[config.mk]
export PLATFORM = sky130hd
export DESIGN_NAME = uart_rx_buffer
export DESIGN_NICKNAME = d
export VERILOG_FILES = /design/src/rtl/uart_rx_pkg.sv /design/src/rtl/uart_rx_fifo_mem.sv /design/src/rtl/uart_rx_buffer.sv
export SDC_FILE = /design/constraint.sdc
export NUM_CORES = 1
export LEC_CHECK = 0
export ABC_AREA = 0
export CAP_MARGIN = 20
export CORE_MARGIN = 2
export CORE_UTILIZATION = 55
export CTS_CLUSTER_DIAMETER = 200
export DETAILED_ROUTE_END_ITERATION = 7
export PLACE_DENSITY = 0.81
export SETUP_SLACK_MARGIN = 0.1
export SYNTH_ARGS = -nofsm -noshare
export SYNTH_HDL_FRONTEND = slang
export SYNTH_SLANG_ARGS = --single-unit
[constraint.sdc]
create_clock -name clk -period 9.05 [get_ports clk]
set_input_delay 2.715 -clock clk [delete_from_list [all_inputs] [get_ports clk]]
set_output_delay 2.715 -clock clk [all_outputs]
set_load 0.02 [all_outputs]
[src/rtl/uart_rx_pkg.sv]
// Shared constants for the UART receive buffer: register selects and the bit
// positions used in the 32-bit words returned to the core.
package uart_rx_pkg;

   typedef enum logic [1:0] {
      SEL_DATA   = 2'd0,
      SEL_STATUS = 2'd1,
      SEL_PEEK   = 2'd2,
      SEL_CTRL   = 2'd3
   } reg_sel_e;

   localparam int EMPTY_BIT = 16;
   localparam int FULL_BIT  = 17;
   localparam int OVR_BIT   = 18;
   localparam int FERR_BIT  = 19;
   localparam int VALID_BIT = 31;

   function automatic logic [31:0] ctrl_word(input logic irq_en);
      return {31'b0, irq_en};
   endfunction

endpackage

[src/rtl/uart_rx_fifo_mem.sv]
// Storage array for the receive FIFO: synchronous write port and a
// combinational read port addressed by the read pointer.
module uart_rx_fifo_mem #(
   parameter int DEPTH = 16,
   parameter int WIDTH = 9
) (
   input  logic                     clk,
   input  logic                     i_we,
   input  logic [$clog2(DEPTH)-1:0] i_waddr,
   input  logic [WIDTH-1:0]         i_wdata,
   input  logic [$clog2(DEPTH)-1:0] i_raddr,
   output logic [WIDTH-1:0]         o_rdata
);

   logic [WIDTH-1:0] r_mem [DEPTH];

   // NOTE: the array has no reset; the pointers alone decide which entries are valid.
   always_ff @(posedge clk) begin
      if (i_we) begin
         r_mem[i_waddr] <= i_wdata;
      end
   end

   assign o_rdata = r_mem[i_raddr];

endmodule

[src/rtl/uart_rx_buffer.sv]
// Receive buffer between the UART deserializer and the core register port.
// Optional level/overrun interrupt output enabled by defining UART_RX_IRQ_EN.
module uart_rx_buffer
   import uart_rx_pkg::*;
#(
   parameter int DEPTH  = 16,
   parameter int DATA_W = 8
`ifdef UART_RX_IRQ_EN
   ,
   parameter int IRQ_THRESH = 8
`endif
) (
   input  logic              clk,
   input  logic              reset,
   input  logic [DATA_W-1:0] rx_data_i,
   input  logic              rx_valid_i,
   input  logic              rx_frame_err_i,
   input  logic [1:0]        reg_sel_i,
   input  logic              rd_en_i,
   input  logic              clr_i,
   output logic [31:0]       reg_data_o,
   output logic              rx_avail_o,
   output logic              overrun_o
`ifdef UART_RX_IRQ_EN
   ,
   output logic              irq_o
`endif
);

   localparam int AW = $clog2(DEPTH);
   localparam int EW = DATA_W + 1;
   localparam logic [AW:0] ONE = {{AW{1'b0}}, 1'b1};
`ifdef UART_RX_IRQ_EN
   localparam logic        IRQ_EN_C = 1'b1;
   localparam logic [AW:0] THRESH_C = (AW + 1)'(IRQ_THRESH);
`else
   localparam logic        IRQ_EN_C = 1'b0;
`endif

   logic [AW:0]   r_wr_ptr;
   logic [AW:0]   r_rd_ptr;
   logic [AW:0]   r_count;
   logic          r_avail;
   logic          r_ovr;
   logic          r_ferr;
   logic [31:0]   r_reg_data;

   logic [EW-1:0] w_entry;
   logic          w_empty;
   logic          w_full;
   logic          w_pop_ok;
   logic          w_push_ok;
   logic          w_ovr_set;
   logic          w_ferr_set;
   logic          w_sticky_clr;
   logic [AW:0]   w_count_next;
   logic          w_ovr_next;
   logic          w_ferr_next;
   logic [31:0]   w_data_word;
   logic [31:0]   w_status_word;
   logic [31:0]   w_rd_word;

   uart_rx_fifo_mem #(
      .DEPTH (DEPTH),
      .WIDTH (EW)
   ) u_mem (
      .clk     (clk),
      .i_we    (w_push_ok),
      .i_waddr (r_wr_ptr[AW-1:0]),
      .i_wdata ({rx_frame_err_i, rx_data_i}),
      .i_raddr (r_rd_ptr[AW-1:0]),
      .o_rdata (w_entry)
   );

   // Extra pointer MSB differs only when the writer has lapped the reader.
   assign w_empty = (r_wr_ptr == r_rd_ptr);
   assign w_full  = (r_wr_ptr[AW] != r_rd_ptr[AW]) &&
                    (r_wr_ptr[AW-1:0] == r_rd_ptr[AW-1:0]);

   // A pop frees a slot in the same cycle, so a push against a full FIFO still lands.
   assign w_pop_ok     = rd_en_i && (reg_sel_i == SEL_DATA) && !w_empty && !clr_i;
   assign w_push_ok    = rx_valid_i && !clr_i && (!w_full || w_pop_ok);
   assign w_ovr_set    = rx_valid_i && !clr_i && w_full && !w_pop_ok;
   assign w_ferr_set   = rx_valid_i && !clr_i && rx_frame_err_i;
   assign w_sticky_clr = rd_en_i && (reg_sel_i == SEL_STATUS);

   assign w_count_next = clr_i ? '0
                       : r_count + (w_push_ok ? ONE : '0) - (w_pop_ok ? ONE : '0);
   assign w_ovr_next   = !clr_i && (w_ovr_set  || (r_ovr  && !w_sticky_clr));
   assign w_ferr_next  = !clr_i && (w_ferr_set || (r_ferr && !w_sticky_clr));

   // NOTE: every variable gets a default at the top of always_comb so no path infers a latch.
   always_comb begin
      w_data_word = '0;
      if (!w_empty) begin
         w_data_word[VALID_BIT] = 1'b1;
         w_data_word[EW-1:0]    = w_entry;
      end

      w_status_word           = '0;
      w_status_word[AW:0]     = r_count;
      w_status_word[EMPTY_BIT] = w_empty;
      w_status_word[FULL_BIT]  = w_full;
      w_status_word[OVR_BIT]   = r_ovr;
      w_status_word[FERR_BIT]  = r_ferr;

      w_rd_word = ctrl_word(IRQ_EN_C);
      case (reg_sel_i)
         SEL_DATA,
         SEL_PEEK:   w_rd_word = w_data_word;
         SEL_STATUS: w_rd_word = w_status_word;
         default:    w_rd_word = ctrl_word(IRQ_EN_C);
      endcase
   end

   // NOTE: state registers use non-blocking assignments so every flop samples pre-edge values.
   always_ff @(posedge clk or negedge reset) begin
      if (!reset) begin
         r_wr_ptr   <= '0;
         r_rd_ptr   <= '0;
         r_count    <= '0;
         r_avail    <= 1'b0;
         r_ovr      <= 1'b0;
         r_ferr     <= 1'b0;
         r_reg_data <= '0;
      end else begin
         if (clr_i) begin
            r_wr_ptr <= '0;
            r_rd_ptr <= '0;
         end else begin
            if (w_push_ok) r_wr_ptr <= r_wr_ptr + ONE;
            if (w_pop_ok)  r_rd_ptr <= r_rd_ptr + ONE;
         end
         r_count <= w_count_next;
         r_avail <= (w_count_next != '0);
         r_ovr   <= w_ovr_next;
         r_ferr  <= w_ferr_next;
         if (rd_en_i && !clr_i) begin
            r_reg_data <= w_rd_word;
         end
      end
   end

`ifdef UART_RX_IRQ_EN
   logic r_irq;

   always_ff @(posedge clk or negedge reset) begin
      if (!reset) begin
         r_irq <= 1'b0;
      end else begin
         r_irq <= (w_count_next >= THRESH_C) || w_ovr_next;
      end
   end

   assign irq_o = r_irq;
`endif

   assign reg_data_o = r_reg_data;
   assign rx_avail_o = r_avail;
   assign overrun_o  = r_ovr;

endmodule

==> results.yml <==
outcome:
  status: "completed"
setup_path:
  rrSetupSlack_ps: 4670
  max_stage_delay_ps: 800
  r2r_end: "rx_avail_o$_DFF_PN0_"
  r2r_cells: 14
  worst-setup-path-type: "primary input to register"
  cpMaxStageDelayCell: "clkdlybuf4s50_1"
  startpoint_type: "primary input"
  crit_family: "simple AND/OR/NAND/NOR gates"
  crit_chain: "clkdlybuf4s50_1 -> nand2b_1 -> o31ai_4 -> o21ai_0 -> ha_1 -> inv_1 -> ha_1 -> inv_1 -> fa_1 -> nor2b_1 -> nor3_1 -> or3_1 -> or3_1"
  worstSetupEndpointType: "register"
  cp_num_buf_inv: 3
  critPathMaxFanout: 21
  worstPathRequired_ps: 9360
  timing.rr.start: "r_rd_ptr[1]$_DFFE_PN0P_"
  worst_ep_arrival_time_ps: 6670
place:
  port_buffers: 31
  gp_congestion: 0.8241
  place_inst: 654
  dp_hpwl_um: 9197
  dp_slack_ps: 2311
detailed_routing:
  drt_wl_total_um: 14790
  drc: 0
  postRouteAntennaNets: 0
  drt-vias-per-instance: 6.010
  vias: 4159
  dr.first_iter.drc_count: 450
  wire_per_inst_um: 21.37
  dr.pass1.iters: 5
grt:
  grt_overflow: 0
  grt_max_degree: 59
  grt_busiest_layer: "met2"
  grt_pass1_wl_um: 22380
  grt_use_met2_pct: 33.19
  first_global_vias: 3957
  grtUsageMet3_pct: 4.528
  met1_usage_pct: 29.66
  antenna_found_initial: 0
  track_usage_pct: 21.37
clocking:
  numCtsBuffers: 17
  cts_buffer_depth: 2
  cts.htree.levels: 4
  cts_root_buf: "clkbuf_16"
  clock_sinks: 176
  holdBufCountCts: 0
  cts_resized: 0
  clk_pin_slew_ps: 70
  clock_latency_ps: 430
  cts_tree: "yes"
  post_cts_buffers: 0
min_path:
  hold_end: "reg_data_o[5]$_DFFE_PN0P_"
  hold_class: "register to register"
  min-delay-start: "reg_data_o[5]$_DFFE_PN0P_"
  hold_depth: 2
floorplanning:
  start_util_pct: 56.29
  die_y_um: 120.4
  io_pins: 50
  die-area_um2: 14500
  dieWidth_um: 120.4
  fp-row-count: 42
  design.core.area_um2: 13240
sta:
  setup_viol: 0
  max_freq_mhz: 157.4
  rsz0062_at_grt: "false"
  setup_ws_ps: 2696
  finalCriticalPeriod_ps: 6354
  slew_viol_final: 0
  tns_ps: 0
  period_share_pct: 70.21
  slew_headroom_pct: 30.43
  holdWs_ps: 491.1
  fin_worst_skew_ps: 9.318
  hold_viol_final: 0
  worstMarginPinSlew_ps: 1041
finish:
  fin_cells: 692
  nNetsFinal: 530
  fillers: 897
  area.growth.synth_to_final_pct: 14.67
  antenna_cells: 0
  final_cell_mix: "edfxtp_1 (144), mux2i_1 (47), clkdlybuf4s50_1 (31), dfrtp_1 (31), nand2_1 (26)"
  final_common_cell: "edfxtp_1"
  drive_gt1_share_pct: 16.67
run:
  max_cap_violations: 0
logic_synthesis:
  ys_ff_latch: 176
  syn_inst: 463
  syn-cell-area_um2: 7455
  synth_ff_type: "edfxtp_1"
  synthArstFlopShare_pct: 18.18
  synth_cell_types: 47
  ys_warn_count: 0
  postSynthAreaPerCell_um2: 16.10
  ys_seq_area_share_pct: 68.75
  synth_edf_count: 144
pwr:
  ir_drop_mv: 0.1210
  powerDensity_nw_per_um2: 210.3
  leakage_nw: 2.845
-- kinds of logic after synthesis --
group | synth area share [%]
flops | 68.75
simple gates | 5.472
xor+xnor | 1.746
other cells | 0.05030
buf+inv | 4.163
mux | 11.75
compound gates | 6.126
fa+ha+maj | 1.947
-- state kept, by name, indices dropped and copies added (netlist names) --
register and count:
r_ferr 1, r_count 5, r_rd_ptr 5, reg_data_o 14
u_mem.r_mem 144, overrun_o 1, r_wr_ptr 5, rx_avail_o 1
-- worst max-delay path by stage --
stage / from / endpoint / slack [ps] / depth (start not counted)
2_1_floorplan: clr_i / rx_avail_o$_DFF_PN0_ / 3760 / 13
3_3_place_gp: clr_i / rx_avail_o$_DFF_PN0_ / 2410 / 13
3_5_place_dp: clr_i / rx_avail_o$_DFF_PN0_ / 2310 / 13
4_1_cts: clr_i / rx_avail_o$_DFF_PN0_ / 2730 / 13
5_1_grt: clr_i / rx_avail_o$_DFF_PN0_ / 2430 / 13
6_report: clr_i / rx_avail_o$_DFF_PN0_ / 2700 / 13
-- Yosys cell counts (10+ instances only) --
library cell	count	area, µm²
dfrtp_1	32	800.8
o21ai_2	10	87.58
mux2i_1	47	470.5
mux4_2	18	405.4
nor2_1	16	60.06
edfxtp_1	144	4324
ha_1	10	125.1
buf_4	23	172.7
o22ai_1	18	112.6
nand2_1	26	97.59
-- cell type report --
cell class | instances | area (µm²) | share of cell area, %
flip-flops and latches | 176 | 5126 | 59.97
multi-input cells | 251 | 2127 | 24.88
clock buffers | 21 | 440.4 | 5.152
repair buffers | 48 | 437.9 | 5.123
well taps | 176 | 220.2 | 2.576
clock inverters | 11 | 162.7 | 1.903
inverters | 9 | 33.78 | 0.3952
-- power breakdown --
part | switching [mW] | internal (mW)
sequential | 0.0128 | 0.897
clock | 0.287 | 0.460
combinational | 0.0851 | 0.0550
-- through the flow --
step,power (mW),area (µm²),util (%)
6_report,1.797,8548,64.55
5_1_grt,1.851,8548,64.55
2_1_floorplan,1.014,7518,-
4_1_cts,1.801,8503,64.21
3_3_place_gp,1.059,7900,59.66
3_5_place_dp,1.065,7900,59.66
-- routing by layer --
layer  part of all wire [%]  up-vias
met4                    2.7        0
met3                    6.8       26
met5                      0        -
met2                     49      206
li1                       -     1825
met1                     42     2102
-- worst register-to-register path, stage by stage (launching register included) --
cell and delay, ps:
dfrtp_2 340, buf_4 680, xnor2_1 250, nand4_1 490, o211ai_2 510, nor2_1 80, ha_1 320, inv_1 60
ha_1 150, inv_1 50, fa_1 380, nor2b_1 180, nor3_1 90, or3_1 380, or3_1 300
(Power assumes the default switching activity.)
